**src/rtl/ids_trace_scheduler.sv**
```systemverilog
// ids_trace_scheduler
// Drives one codeword at a time into an external IDS channel generator and
// collects N noisy traces of it, one fresh generator sample per trace.
//
// Ports:
//   clk, rst           sole clock; asynchronous active-high reset
//   in_valid/in_ready  upstream codeword handshake (ready only while idle)
//   in_data            codeword to transmit
//   num_traces         traces wanted for the codeword (0 means 1)
//   gen_data_in        latched codeword presented to the generator
//   gen_n_out          generator output length (signed)
//   gen_data_out       generator output bits
//   out_valid/ready    downstream trace handshake
//   out_data, out_len  captured trace bits and clamped length
//   out_trace_idx      0-based trace index within the codeword
//   out_last           final trace of the codeword
//   err_len            sticky flag: an out-of-range length was captured
//   word_count         completed codewords (wrapping)
module ids_trace_scheduler #(
  parameter int unsigned K          = 5,
  parameter int          DATA_WIDTH = 32,
  parameter int unsigned GEN_LAT    = 1
) (
  input  logic                  clk,
  input  logic                  rst,
  input  logic                  in_valid,
  output logic                  in_ready,
  input  logic [K-1:0]          in_data,
  input  logic [3:0]            num_traces,
  output logic [K-1:0]          gen_data_in,
  input  logic signed [31:0]    gen_n_out,
  input  logic [DATA_WIDTH-1:0] gen_data_out,
  output logic                  out_valid,
  input  logic                  out_ready,
  output logic [DATA_WIDTH-1:0] out_data,
  output logic [5:0]            out_len,
  output logic [3:0]            out_trace_idx,
  output logic                  out_last,
  output logic                  err_len,
  output logic [15:0]           word_count
);

  typedef enum logic [1:0] {StIdle, StWait, StEmit} state_e;

  // Generator sample is valid on the edge where the latency counter reaches this value.
  localparam logic [3:0] LatLast = 4'(GEN_LAT - 1);

  state_e                state_q, state_d;
  logic [K-1:0]          gen_data_q, gen_data_d;
  logic [3:0]            n_q, n_d;
  logic [3:0]            idx_q, idx_d;
  logic [3:0]            lat_q, lat_d;
  logic [DATA_WIDTH-1:0] out_data_q, out_data_d;
  logic [5:0]            out_len_q, out_len_d;
  logic [3:0]            out_idx_q, out_idx_d;
  logic                  out_last_q, out_last_d;
  logic                  err_q, err_d;
  logic [15:0]           word_q, word_d;

  logic                  len_neg, len_big;
  logic [5:0]            len_clamped;

  always_comb begin
    len_neg     = gen_n_out < 0;
    len_big     = gen_n_out > DATA_WIDTH;
    len_clamped = len_neg ? 6'd0 : (len_big ? 6'(DATA_WIDTH) : gen_n_out[5:0]);
  end

  always_comb begin
    state_d    = state_q;
    gen_data_d = gen_data_q;
    n_d        = n_q;
    idx_d      = idx_q;
    lat_d      = lat_q;
    out_data_d = out_data_q;
    out_len_d  = out_len_q;
    out_idx_d  = out_idx_q;
    out_last_d = out_last_q;
    err_d      = err_q;
    word_d     = word_q;
    unique case (state_q)
      StIdle: begin
        if (in_valid) begin
          gen_data_d = in_data;
          n_d        = (num_traces == 4'd0) ? 4'd1 : num_traces;
          idx_d      = 4'd0;
          lat_d      = 4'd0;
          state_d    = StWait;
        end
      end
      StWait: begin
        lat_d = lat_q + 4'd1;
        if (lat_q == LatLast) begin
          out_data_d = gen_data_out;
          out_len_d  = len_clamped;
          out_idx_d  = idx_q;
          out_last_d = (idx_q == n_q - 4'd1);
          if (len_neg || len_big) begin
            err_d = 1'b1;
          end
          state_d = StEmit;
        end
      end
      StEmit: begin
        if (out_ready) begin
          if (idx_q == n_q - 4'd1) begin
            word_d  = word_q + 16'd1;
            state_d = StIdle;
          end else begin
            // Next trace needs a fresh generator sample.
            idx_d   = idx_q + 4'd1;
            lat_d   = 4'd0;
            state_d = StWait;
          end
        end
      end
      default: state_d = StIdle;
    endcase
  end

  always_ff @(posedge clk or posedge rst) begin
    if (rst) begin
      state_q    <= StIdle;
      gen_data_q <= '0;
      n_q        <= '0;
      idx_q      <= '0;
      lat_q      <= '0;
      out_data_q <= '0;
      out_len_q  <= '0;
      out_idx_q  <= '0;
      out_last_q <= 1'b0;
      err_q      <= 1'b0;
      word_q     <= '0;
    end else begin
      state_q    <= state_d;
      gen_data_q <= gen_data_d;
      n_q        <= n_d;
      idx_q      <= idx_d;
      lat_q      <= lat_d;
      out_data_q <= out_data_d;
      out_len_q  <= out_len_d;
      out_idx_q  <= out_idx_d;
      out_last_q <= out_last_d;
      err_q      <= err_d;
      word_q     <= word_d;
    end
  end

  assign in_ready      = (state_q == StIdle);
  assign out_valid     = (state_q == StEmit);
  assign gen_data_in   = gen_data_q;
  assign out_data      = out_data_q;
  assign out_len       = out_len_q;
  assign out_trace_idx = out_idx_q;
  assign out_last      = out_last_q;
  assign err_len       = err_q;
  assign word_count    = word_q;

endmodule

```
**config.mk**
```make
export PLATFORM = sky130hd
export DESIGN_NAME = ids_trace_scheduler
export DESIGN_NICKNAME = d
export VERILOG_FILES = /design/src/rtl/ids_trace_scheduler.sv
export SDC_FILE = /design/constraint.sdc
export NUM_CORES = 1
export LEC_CHECK = 0
export ABC_CLOCK_PERIOD_IN_PS = 2400
export CAP_MARGIN = 20
export CORE_UTILIZATION = 35
export DETAILED_ROUTE_END_ITERATION = 12
export GPL_TIMING_DRIVEN = 0
export PLACE_DENSITY = 0.8
export SKIP_LAST_GASP = 1
export SLEW_MARGIN = 20
export SYNTH_ARGS = -nofsm -noshare
export SYNTH_HDL_FRONTEND = slang
export SYNTH_SLANG_ARGS = --single-unit
```
**constraint.sdc**
```tcl
create_clock -name clk -period 2.4 [get_ports clk]
set_input_delay 0.36 -clock clk [delete_from_list [all_inputs] [get_ports clk]]
set_output_delay 0.36 -clock clk [all_outputs]
set_load 0.005 [all_outputs]
```
After elaboration in Yosys (flattened, before gate mapping)
Index checks and enable logic that the tools add are counted.
{ "totals": {"input_bits": 77, "ff_bits": 79, "output_inout_bits": 67} }
{ "classes": {"eq_ne": 7, "n_lt_le_gt_ge": 2, "muxes": 15, "n_reduce_logical": 13, "n_addsub": 4} }
{ "ops": {"columns": ["op", "count"], "rows": [
  ["32-bit by 7-bit > comparator with 1-bit output (second input constant)", 1],
  ["32-bit by 1-bit less-than comparator with 1-bit output (second input constant)", 1],
  ["4-bit 2-to-1 mux", 6],
  ["16-bit by 1-bit adder with 16-bit output (second input constant)", 1],
  ["6-bit 2-to-1 mux", 2],
  ["4-bit one-hot mux with 3 select lines", 1],
  ["3-bit AND reduction", 3],
  ["4-bit by 1-bit adder with 4-bit output (second input constant)", 2],
  ["4-bit logical NOT", 2],
  ["4-bit one-hot mux with 2 select lines", 1],
  ["4-bit AND reduction", 2],
  ["2-bit 2-to-1 mux", 3],
  ["2-bit inequality test (second input constant)", 3],
  ["2-bit one-hot mux with 3 select lines", 1],
  ["4-bit equality test", 1],
  ["2-bit AND reduction", 2],
  ["4-bit by 1-bit subtractor with 4-bit output (second input constant)", 1],
  ["3-bit nonzero test", 1],
  ["2-bit by 1-bit equality test with 1-bit output (second input constant)", 1],
  ["2-bit equality test (second input constant)", 1],
  ["2-bit logical NOT", 1],
  ["2-bit by 1-bit inequality test with 1-bit output (second input constant)", 1],
  ["2-bit nonzero test", 1],
  ["1-bit logical OR", 1],
  ["1-bit 2-to-1 mux", 1]
]} }

Longest topological paths before layout
Gate-level depths: netlist of the first run.
{ "logic_depth": {"word_depth": 5, "ltp_mapped": 8, "ltp_nobuf": 7} }

Worst setup path before layout of the first run
No wires, ideal clock.
{ "synth_path": {"path_type": "register to register", "start": "register n_q[0]", "end": "register word_q[1] (netlist: word_count[1])", "period_less_slack_ns": 2.021, "t_required_ns": 2.273, "t_arrival_ns": 1.894, "stages_incl_launch_ff": 8, "slack_ns": 0.379, "setup_time_ns": 0.127, "path_cell_list": "dfrtp_1 > inv_1 > ha_1 > xor3_1 > nor3_2 > and2_4 > and3_4 > mux2_1"} }
{ "synth_between": {"elab_chain_cells": 3} }
{ "synth_lines": {"columns": ["element", "line", "text"], "rows": [
  ["start, declared", "50", "logic [3:0] n_q, n_d;"],
  ["start signal, assigned", "137", "n_q <= n_d;"],
  ["4-bit by 1-bit subtractor with 4-bit output", "106", "if (idx_q == n_q - 4'd1) begin"],
  ["4-bit equality test", "106", null],
  ["3-bit AND reduction (no source line)", null, null],
  ["end signal, assigned", "145", "word_q <= word_d;"],
  ["end, declared", "58", "logic [15:0] word_q, word_d;"]
]} }
No other way between the ends.
A chain may end at the register's enable or synchronous reset.

Worst setup path in the final report of the first run
Ends and elaborated chain as after synthesis.

==> results.txt, run 1 <==
----------------------------------------------------
[Status]
  Outcome ... finished, final reports clean

[STA]
  Fin crit period ... roughly 2.2 ns
  Unrepaired setup endpoints after global routing ... no
  Setup violations, final ... 0
  Number of slew-limit violations in the final report ... 0
  Slew at the pin closest to its max-slew limit ... 0.4813 ns
  Number of failing hold endpoints at the final stage ... 0
  Setup TNS ... 0 ns
  Relative max-transition margin ... 0.6791
  F_max ... 0.4566 GHz
  Minimum setup slack in the final design ... 0.2098 ns
  Max Clock Skew ... 0.006081 ns
  Final clock period utilization by the worst path ... 0.9126

[Yosys]
  Sequential cell area fraction in the yosys report ... 0.5714
  Synthesized netlist cell count ... between 200 and 300
  Synthesized area per cell ... 12.58 µm²
  Count of cell types in the netlist ... 38
  Yosys warning count ... 0
  Syn_nets ... 357
  Library cell with the largest summed area after synthesis ... sky130_fd_sc_hd__dfrtp_1
  Summed instance area of the synthesized netlist ... 3460 µm²
  Count of state elements after synthesis ... 79
  Count of flip-flops with a built-in enable after synthesis ... 0
  Share of synthesized flip-flops with an asynchronous set or reset ... 1.000
  Most area-consuming cells after synthesis ... sky130_fd_sc_hd__dfrtp_1, sky130_fd_sc_hd__mux2_2, sky130_fd_sc_hd__xnor2_1, sky130_fd_sc_hd__nand2_1, sky130_fd_sc_hd__nand4_1
  Primary FF master, synth ... sky130_fd_sc_hd__dfrtp_1
  Top-area cell type share of the netlist area ... 0.5714

[Placed design]
  GP Congestion ... 0.7322
  Worst slack after detailed placement ... about 0.21 ns
  Count of input and output buffers ... about 140
  Post-Place Cells ... 548
  HPWL after DPL ... between 6000 and 7000 µm

[Clock tree]
  Clk_lat worst skew ... 0.34 ns
  Count of cells resized by post-cts repair ... 0
  Number of H-tree branching levels ... 3
  Number of buffers created by CTS ... 9
  Post-CTS repair timing setup buffer count ... 0
  Clock-pin transition on the worst setup and hold timing paths ... 0.08 ns
  Maximum root-to-sink buffer count ... 2
  Sinks on Clock Net ... 79
  CTS Hold Bufs ... 0
  TritonCTS clock tree ... done
  Cell at the root of the clock tree ... sky130_fd_sc_hd__clkbuf_8

[Critical path]
  Endpoint class of the critical path ... flip-flop
  Bufs and invs on worst path ... 1
  CP Launch Type ... flip-flop
  Register-to-Register Path Depth ... 7
  Critical path's slowest cell ... sky130_fd_sc_hd__dfrtp_1
  Critical path type ... flip-flop to flip-flop
  Critical path's top delay family ... simple AND/OR/NAND/NOR gates
  Worst stage delay on the critical path ... 0.38 ns
  Maximum fanout count along the critical path ... 5
  Number of logic stages on the critical path including buffering ... 7
  WP data required ... roughly 2.6 ns
  Worst endpoint data arrival time ... 2.42 ns
  Chain of cells forming the critical path ... inv_1 -> ha_1 -> xor3_1 -> nor3_2 -> and2_4 -> and3_4 -> mux2_1

[Power]
  Maximum ir drop on the vdd rail ... 555.1 µV
  Cell area power density ... about 1000 nW/µm²
  Leakage Power ... 2.221 nW

[Detailed routing]
  Post-route DRC violation count ... 0
  Antenna violation net count after detailed routing ... 0
  Vias/cell ... 4.724
  Vias after detailed routing ... 2,655
  Top Layer Used ... met4
  Metal2 WL ... 4152 µm
  WL/cell ... 14.25 µm
  Post-detailed-routing wire length ... 8010 µm
  Detailed Routing Iterations Pass 1 ... 4
  Met1 Wirelength ... 3262 µm
  First-iteration detailed-routing DRC count ... 65
  Routed wire length on met3 ... roughly 480 µm

[GRT]
  Global-route wire length before repair ... 13,260 µm
  Antenna violations before repair ... 0
  Largest net degree at the start of global routing ... just over 50
  Total GRT Usage ... 0.1681
  GRT Residual Overflow ... 0
  Via count of the first global-routing pass ... between 2,000 and 3,000

[Floorplan]
  Cell row count ... 35
  Die Wd ... 101.4 µm
  Area of the die ... between 10,000 and 15,000 µm²
  I/O Pins ... 144
  Chip Height ... 101.4 µm
  Area of the placeable core ... 9415 µm²
  Initial cell density of the core ... 0.3674

[Finish]
  Layout fillers ... 821
  Multi-input gate area ... 1386 µm²
  Most used cells in the layout excluding fill and tap cells ... sky130_fd_sc_hd__clkdlybuf4s50_1, sky130_fd_sc_hd__dfrtp_1, sky130_fd_sc_hd__mux2_2
  Number of diodes added for antenna fixing ... 0
  Area used by sequential logic in the layout ... around 2000 µm²
  Most common cell after layout, fill and taps aside ... sky130_fd_sc_hd__clkdlybuf4s50_1
  Layout Cells excl Fill ... 562
  Net count of the finished layout ... 512
  Relative area change from synthesis to final layout ... 53.63%
  Share of final-layout standard cells stronger than drive strength 1 ... 0.1709

[Hold path]
  Class of the tightest hold or removal check ... input pin to async pin

[Flow run]
  Number of maximum-capacitance violations ... 0

----------------------------------------------------
area by class of cell:
| type | count | area share |
|---|---|---|
| clock buffers | 10 | 0.02589 |
| well taps | 129 | 0.03037 |
| flip-flops and latches | 79 | 0.3719 |
| multi-input cells | 176 | 0.2608 |
| repair buffers | 144 | 0.2745 |
| clock inverters | 4 | 0.01789 |
| plain buffers | 11 | 0.01177 |
| inverters | 9 | 0.006827 |
logic make-up after synthesis:
family / synth area share
and+or+nand+nor: 0.1270
DFF: 0.5714
muxes: 0.1457
AOI/OAI and AO/OA: 0.04991
xor gates and xnor gates: 0.06003
buffers and inverters: 0.02784
adders and majority gates: 0.01808
worst reg2reg max path, stage by stage, from the launching register on:
cell,delay (ns)
sky130_fd_sc_hd__dfrtp_1,0.38
sky130_fd_sc_hd__inv_1,0.07
sky130_fd_sc_hd__ha_1,0.22
sky130_fd_sc_hd__xor3_1,0.37
sky130_fd_sc_hd__nor3_2,0.28
sky130_fd_sc_hd__and2_4,0.24
sky130_fd_sc_hd__and3_4,0.20
sky130_fd_sc_hd__mux2_1,0.32
layer usage:
layer  up-vias  global-route usage
met3        13             0.05176
met5         -                   0
met1      1292              0.1962
met2        86              0.2936
met4         0             0.05686
li1       1264                   -
worst paths after layout:
path | start | end | slack, ns
hold reg to reg | out_len[5]$_DFFE_PP0P_ | out_len[5]$_DFFE_PP0P_ | 0.48
hold / removal | rst | out_data[12]$_DFFE_PP0P_ | 0.38
setup reg to reg | n_q[0]$_DFFE_PP0P_ | word_count[1]$_DFFE_PP0P_ | 0.21
setup / recovery | n_q[0]$_DFFE_PP0P_ | word_count[1]$_DFFE_PP0P_ | 0.21
min in group clk | out_len[5]$_DFFE_PP0P_ | out_len[5]$_DFFE_PP0P_ | 0.48
max in group asynchronous | rst | out_data[29]$_DFFE_PP0P_ | 1.44
state kept, by name, indices dropped and copies added (netlist names):
name and cells:
out_data 32, word_count 16, out_len 6, gen_data_in 5, idx_q 4, lat_q 4
n_q 4, out_trace_idx 4, state_q 2, err_len 1, out_last 1
synthesized netlist by cell type (4+ instances only):
cell / n
sky130_fd_sc_hd__and2_1: 5
sky130_fd_sc_hd__buf_2: 5
sky130_fd_sc_hd__clkbuf_1: 4
sky130_fd_sc_hd__dfrtp_1: 79
sky130_fd_sc_hd__ha_1: 5
sky130_fd_sc_hd__inv_1: 9
sky130_fd_sc_hd__mux2_2: 42
sky130_fd_sc_hd__nand2_1: 27
sky130_fd_sc_hd__nand3_1: 7
sky130_fd_sc_hd__nand4_1: 11
sky130_fd_sc_hd__nor2_1: 7
sky130_fd_sc_hd__nor3_1: 6
sky130_fd_sc_hd__nor4_1: 5
sky130_fd_sc_hd__o21ai_0: 13
sky130_fd_sc_hd__xnor2_1: 16
sky130_fd_sc_hd__xor2_1: 5
power by group:
part / internal [mW] / leakage, nW / switching [mW]
Clock: 0.706 / 0.118 / 0.455
Combinational: 1.41 / 1.11 / 0.829
Sequential: 1.78 / 0.996 / 0.265
metrics by stage:
step,cell area [µm²],utilization,total power [mW],hold slack (ns)
finish,5315,0.5645,5.446,0.3775
detailed placement,5082,0.5398,4.347,0.4647
global route,5315,0.5645,5.823,0.3835
global placement,5052,0.5366,4.236,0.4614
CTS,5315,0.5645,5.545,0.3626
floorplan,3460,-,3.192,0.4603
(Power assumes the default switching activity.)
==> inputs of run 2 (changes only) <==
--- a/config.mk
+++ b/config.mk
@@ -7,12 +7,12 @@
 export LEC_CHECK = 0
 export ABC_CLOCK_PERIOD_IN_PS = 2400
 export CAP_MARGIN = 20
-export CORE_UTILIZATION = 35
+export CORE_UTILIZATION = 39
 export DETAILED_ROUTE_END_ITERATION = 12
 export GPL_TIMING_DRIVEN = 0
-export PLACE_DENSITY = 0.8
+export PLACE_DENSITY = 0.87
 export SKIP_LAST_GASP = 1
-export SLEW_MARGIN = 20
+export SLEW_MARGIN = 0
 export SYNTH_ARGS = -nofsm -noshare
 export SYNTH_HDL_FRONTEND = slang
 export SYNTH_SLANG_ARGS = --single-unit
==> results.txt, run 2 (synthesized netlist as in run 1, its figures left out) <==
----------------------------------------------------
[GRT]
  Global-route track usage on met3 ... 0.05213
  GRT Residual Overflow ... 0
  Largest net degree at the start of global routing ... 54
  Busiest layer in global routing ... met2
  Met1 Usage GRT ... 0.1997
  Antenna violations before repair ... 0
  Via count of the first global-routing pass ... between 2,000 and 3,000
  Met2 Use GR ... 0.3026
  Total GRT Usage ... 0.1715
  Global-route wire length before repair ... 12,210 µm

[Critical path]
  Worst endpoint data arrival time ... roughly 2.4 ns
  Register-to-Register Path Depth ... 7
  Critical Path Start ... n_q[0]$_DFFE_PP0P_
  Bufs and invs on worst path ... 1
  Critical path's slowest cell ... sky130_fd_sc_hd__dfrtp_1
  Number of logic stages on the critical path including buffering ... 7
  Critical path type ... flip-flop to flip-flop
  CP Launch Type ... flip-flop
  Worst stage delay on the critical path ... 0.38 ns
  Critical path's top delay family ... simple AND/OR/NAND/NOR gates
  Beginning of the worst register-to-register path ... n_q[0]$_DFFE_PP0P_
  Chain of cells forming the critical path ... inv_1 -> ha_1 -> xor3_1 -> nor3_2 -> and2_4 -> and3_4 -> mux2_1
  Maximum fanout count along the critical path ... 5
  Endpoint class of the critical path ... flip-flop
  WP data required ... roughly 2.6 ns

[STA]
  Minimum setup slack in the final design ... approximately 0.19 ns
  Unrepaired setup endpoints after global routing ... no
  Setup violations, final ... 0
  Slew at the pin closest to its max-slew limit ... 0.4875 ns
  Number of slew-limit violations in the final report ... 0
  Relative max-transition margin ... 0.6750
  Final clock period utilization by the worst path ... 0.9189
  Number of failing hold endpoints at the final stage ... 0
  F_max ... 0.4534 GHz
  Max Clock Skew ... slightly below 0.009 ns
  Final Hold Slack ... roughly 0.35 ns
  Fin crit period ... 2.205 ns

[Floorplan]
  Die Wd ... 96.19 µm
  I/O Pins ... 144
  Cell row count ... 33
  Initial cell density of the core ... 0.4127
  Area of the die ... 9252 µm²
  Chip Height ... a little under 100 µm
  Area of the placeable core ... 8382 µm²

[Clock tree]
  Count of cells resized by post-cts repair ... 0
  Maximum root-to-sink buffer count ... 2
  Post-CTS repair timing setup buffer count ... 0
  Sinks on Clock Net ... 79
  Clk_lat worst skew ... ~0.33 ns
  Number of buffers created by CTS ... 9
  CTS Hold Bufs ... 0
  Cell at the root of the clock tree ... sky130_fd_sc_hd__clkbuf_8
  Clock-pin transition on the worst setup and hold timing paths ... 0.08 ns
  TritonCTS clock tree ... done
  Number of H-tree branching levels ... 3

[Placed design]
  Worst slack after detailed placement ... 0.2135 ns
  Count of input and output buffers ... 143
  GP Congestion ... approximately 0.74
  HPWL after DPL ... between 5000 and 6000 µm

[Finish]
  Most common cell after layout, fill and taps aside ... sky130_fd_sc_hd__clkdlybuf4s50_1
  Layout fillers ... 672
  Relative area change from synthesis to final layout ... 52.19%
  Multi-input gate area ... 1386 µm²
  Number of diodes added for antenna fixing ... 0
  Finished Core Util ... 0.6282
  Share of final-layout standard cells stronger than drive strength 1 ... 0.1682
  Most used cells in the layout excluding fill and tap cells ... sky130_fd_sc_hd__clkdlybuf4s50_1, sky130_fd_sc_hd__dfrtp_1, sky130_fd_sc_hd__mux2_2
  Area used by sequential logic in the layout ... ~2000 µm²
  Max FFs per register ... 32
  Net count of the finished layout ... 512

[Power]
  Logic pwr share ... 0.419
  Total power of the final layout ... approximately 5.3 mW
  Leakage Power ... between 2 and 2.5 nW
  Part of the total power dissipated in sequential elements ... 0.384
  Maximum ir drop on the vdd rail ... 775.7 µV
  Clock network fraction of total power ... 0.197
  Internal ... 3.799 mW
  Switching power as a share of total power ... 0.2859
  Net load switching power ... between 1.5 and 2 mW
  Cell area power density ... 1011 nW/µm²

[Detailed routing]
  Post-detailed-routing wire length ... between 7000 and 8000 µm
  Antenna violation net count after detailed routing ... 0
  Vias/cell ... 4.898
  WL/cell ... 14.01 µm
  Detailed Routing Iterations Pass 1 ... 4
  First-iteration detailed-routing DRC count ... 36
  Post-route DRC violation count ... 0
  Vias after detailed routing ... 2,640

[Hold path]
  Class of the tightest hold or removal check ... input pin to async pin

[Flow run]
  Number of maximum-capacitance violations ... 0

[Status]
  Outcome ... finished, final reports clean

----------------------------------------------------
run 2: power by group through the flow:
stage | registers, mW | logic (mW) | clock network [mW]
after floorplan | 2.08 | 1.12 | 0
after global placement | 2.05 | 2.19 | 0
after detailed placement | 2.08 | 2.26 | 0
after CTS | 2.05 | 2.26 | 1.08
after global routing | 2.11 | 2.44 | 1.13
final | 2.05 | 2.23 | 1.05
run 2: layer usage:
metal / up-vias / wire (µm)
met5: - / 0
met4: 0 / 100
met3: 12 / 591
met2: 95 / 3727
met1: 1258 / 3130
li1: 1275 / -
run 2: through the flow:
step | TNS (ns) | cell area, µm² | cells
2_1_floorplan | 0 | 3460 | 275
3_3_place_gp | -94.02 | 5022 | 523
3_5_place_dp | 0 | 5052 | 524
4_1_cts | 0 | 5265 | 539
5_1_grt | 0 | 5265 | 539
6_report | 0 | 5265 | 539
run 2: worst register-to-register path, stage by stage (launching register included):
cell and delay, ns:
sky130_fd_sc_hd__dfrtp_1 0.38, sky130_fd_sc_hd__inv_1 0.07, sky130_fd_sc_hd__ha_1 0.22, sky130_fd_sc_hd__xor3_1 0.37, sky130_fd_sc_hd__nor3_2 0.30, sky130_fd_sc_hd__and2_4 0.25, sky130_fd_sc_hd__and3_4 0.20, sky130_fd_sc_hd__mux2_1 0.31
run 2: worst paths after layout:
| path | to | slack [ns] |
|---|---|---|
| max | word_count[1]$_DFFE_PP0P_ | 0.19 |
| min | out_data[19]$_DFFE_PP0P_ | 0.35 |
| max reg2reg | word_count[1]$_DFFE_PP0P_ | 0.19 |
| min reg2reg | word_count[15]$_DFFE_PP0P_ | 0.48 |
| max in group asynchronous | out_len[5]$_DFFE_PP0P_ | 1.48 |
| min in group clk | word_count[15]$_DFFE_PP0P_ | 0.48 |
run 2: final cells by class:
cell class	instances	share of cell area
inverters	9	0.006892
clock inverters	3	0.01283
plain buffers	11	0.01188
repair buffers	144	0.2771
well taps	105	0.02495
multi-input cells	176	0.2633
flip-flops and latches	79	0.3755
clock buffers	12	0.02757
==> inputs of run 3 (changes only) <==
--- a/config.mk
+++ b/config.mk
@@ -5,12 +5,13 @@
 export SDC_FILE = /design/constraint.sdc
 export NUM_CORES = 1
 export LEC_CHECK = 0
-export ABC_CLOCK_PERIOD_IN_PS = 2400
+export ABC_CLOCK_PERIOD_IN_PS = 1900
 export CAP_MARGIN = 20
-export CORE_UTILIZATION = 39
+export CORE_UTILIZATION = 56
 export DETAILED_ROUTE_END_ITERATION = 12
+export DONT_BUFFER_PORTS = 1
 export GPL_TIMING_DRIVEN = 0
-export PLACE_DENSITY = 0.87
+export PLACE_DENSITY = 0.84
 export SKIP_LAST_GASP = 1
 export SLEW_MARGIN = 0
 export SYNTH_ARGS = -nofsm -noshare
==> constraint.sdc (replaced) <==
create_clock -name clk -period 1.9 [get_ports clk]
set_input_delay 0.285 -clock clk [delete_from_list [all_inputs] [get_ports clk]]
set_output_delay 0.285 -clock clk [all_outputs]
set_load 0.005 [all_outputs]
==> results.txt, run 3 (synthesized netlist as in run 1, its figures left out) <==
----------------------------------------------------
[Floorplan]
  Area of the placeable core ... roughly 6000 µm²
  Initial cell density of the core ... 0.5809
  Area of the die ... around 6500 µm²
  I/O Pins ... 144
  Die Wd ... 80.60 µm
  Cell row count ... 28
  Chip Height ... 80.60 µm

[Detailed routing]
  WL/cell ... 17.83 µm
  Post-detailed-routing wire length ... approximately 6700 µm
  Detailed Routing Iterations Pass 1 ... 4
  First-iteration detailed-routing DRC count ... approximately 110
  Vias after detailed routing ... 2,180
  Post-route DRC violation count ... 0
  Vias/cell ... between 5 and 6
  Antenna violation net count after detailed routing ... 0

[STA]
  Slew at the pin closest to its max-slew limit ... about 0.48 ns
  Setup TNS ... 0 ns
  Max Clock Skew ... 0.008828 ns
  F_max ... 0.5335 GHz
  Final clock period utilization by the worst path ... 0.9865
  Number of slew-limit violations in the final report ... 0
  Fin crit period ... 1.874 ns
  Setup violations, final ... 0
  Relative max-transition margin ... 0.6816
  Number of failing hold endpoints at the final stage ... 0
  Unrepaired setup endpoints after global routing ... yes

[Critical path]
  WP data required ... 2.12 ns
  Chain of cells forming the critical path ... inv_2 -> ha_4 -> xnor2_4 -> nor3_4 -> and2_4 -> and3_4 -> mux2_1
  Endpoint class of the critical path ... flip-flop
  Worst stage delay on the critical path ... between 0.4 and 0.5 ns
  Beginning of the worst register-to-register path ... n_q[0]$_DFFE_PP0P_
  Critical Path Start ... n_q[0]$_DFFE_PP0P_
  CP Launch Type ... flip-flop
  Reg2reg end ... word_count[1]$_DFFE_PP0P_
  Critical path's slowest cell ... sky130_fd_sc_hd__dfrtp_1
  Setup slack of the worst register-to-register path ... 0.03 ns
  Register-to-Register Path Depth ... 7
  Maximum fanout count along the critical path ... 4
  Worst endpoint data arrival time ... 2.10 ns
  Critical path type ... flip-flop to flip-flop
  End point of the critical path ... word_count[1]$_DFFE_PP0P_

[Power]
  Maximum ir drop on the vdd rail ... 877.0 µV
  Total power of the final layout ... 5.829 mW
  Cell area power density ... 1499 nW/µm²
  Leakage Power ... about 1.7 nW

[Flow run]
  Number of maximum-capacitance violations ... 0

[GRT]
  Total GRT Usage ... 0.2181
  Global-route wire length before repair ... 10,410 µm
  GRT Residual Overflow ... 0
  Antenna violations before repair ... 0
  Largest net degree at the start of global routing ... 33
  Via count of the first global-routing pass ... 2,298

[Finish]
  Share of final-layout standard cells stronger than drive strength 1 ... 0.3010
  Multi-input gate area ... 1434 µm²
  Net count of the finished layout ... 376
  Max FFs per register ... 32
  Most common cell after layout, fill and taps aside ... sky130_fd_sc_hd__dfrtp_1
  Number of diodes added for antenna fixing ... 0
  Relative area change from synthesis to final layout ... 12.44%
  Layout fillers ... 465
  Most used cells in the layout excluding fill and tap cells ... sky130_fd_sc_hd__dfrtp_1, sky130_fd_sc_hd__mux2_2, sky130_fd_sc_hd__nand2_1
  Area used by sequential logic in the layout ... slightly below 2000 µm²

[Clock tree]
  Cell at the root of the clock tree ... sky130_fd_sc_hd__clkbuf_8
  Clk_lat worst skew ... about 0.33 ns
  TritonCTS clock tree ... done
  Number of H-tree branching levels ... 3
  Maximum root-to-sink buffer count ... 2
  Clock-pin transition on the worst setup and hold timing paths ... around 0.080 ns
  Sinks on Clock Net ... a little under 80
  Number of buffers created by CTS ... 9

[Status]
  Outcome ... finished, final reports clean

[Placed design]
  Count of input and output buffers ... 0
  HPWL after DPL ... 4947 µm
  GP Congestion ... slightly above 0.8

[Hold path]
  Class of the tightest hold or removal check ... input pin to flip-flop

----------------------------------------------------
run 3: what timing repair did:
| action | CTS | global route |
|---|---|---|
| hold endpoints to repair | 18 | 0 |
| setup endpoints to repair | 17 | 58 |
| pin swaps | 2 | 1 |
| cloned | 0 | 1 |
| resized for setup | 1 | 12 |
| hold buffers | 1 | 0 |
| buffers inserted | 1 | 3 |
run 3: metal layers:
layer	global-route usage	wire length, µm	part of all wire
met2	0.3924	3469	0.52
met4	0.1054	97	0.015
met1	0.2409	2622	0.39
met3	0.04886	480	0.072
met5	0	0	0
run 3: layout make-up:
class,instances,area share
Timing Repair Buffer,8,0.02348
Sequential cell,79,0.5082
Clock buffer,10,0.03281
Clock inverter,6,0.01576
Tap cell,75,0.02412
Buffer,11,0.01737
Multi-Input combinational cell,176,0.3686
Inverter,9,0.009649
run 3: worst min-delay path by stage:
stage	from	endpoint	slack [ns]	depth (start not counted)
floorplan	gen_n_out[31]	out_len[5]$_DFFE_PP0P_	0.39	1
global placement	gen_n_out[31]	out_len[5]$_DFFE_PP0P_	0.39	1
detailed placement	rst	word_count[6]$_DFFE_PP0P_	0.20	1
CTS	gen_n_out[31]	out_len[5]$_DFFE_PP0P_	0.02	1
global route	gen_n_out[31]	out_len[5]$_DFFE_PP0P_	0.01	1
finish	gen_n_out[31]	out_len[5]$_DFFE_PP0P_	0.04	1
run 3: stage by stage:
| stage | area [µm²] | setup WS [ns] | hold WS [ns] | utilization | cells |
|---|---|---|---|---|---|
| after global routing | 3890 | -0.04768 | 0.01409 | 0.6532 | 374 |
| final | 3890 | 0.02567 | 0.03827 | 0.6532 | 374 |
| after global placement | 3583 | -0.1202 | 0.3895 | 0.6017 | 350 |
| after detailed placement | 3623 | -0.1331 | 0.2017 | 0.6084 | 352 |
| after CTS | 3832 | -0.06477 | 0.02481 | 0.6435 | 370 |
| after floorplan | 3490 | 0.007390 | 0.3853 | - | 275 |
run 3: worst max-delay path, delay by kind of cell, from the launching register on:
family | cells | cell delay, ns
AND/OR/NAND/NOR | 3 | 0.62
flip-flops | 1 | 0.41
multiplexers | 1 | 0.31
adder cells (fa/ha/maj) | 1 | 0.21
XOR/XNOR | 1 | 0.13
buffers and inverters | 1 | 0.08
run 3: report_power, final:
group | switching [mW] | internal (mW) | total (mW)
registers | 0.459 | 2.25 | 2.71
logic | 0.878 | 1.05 | 1.93
clock network | 0.581 | 0.603 | 1.18
total | 1.92 | 3.91 | 5.83
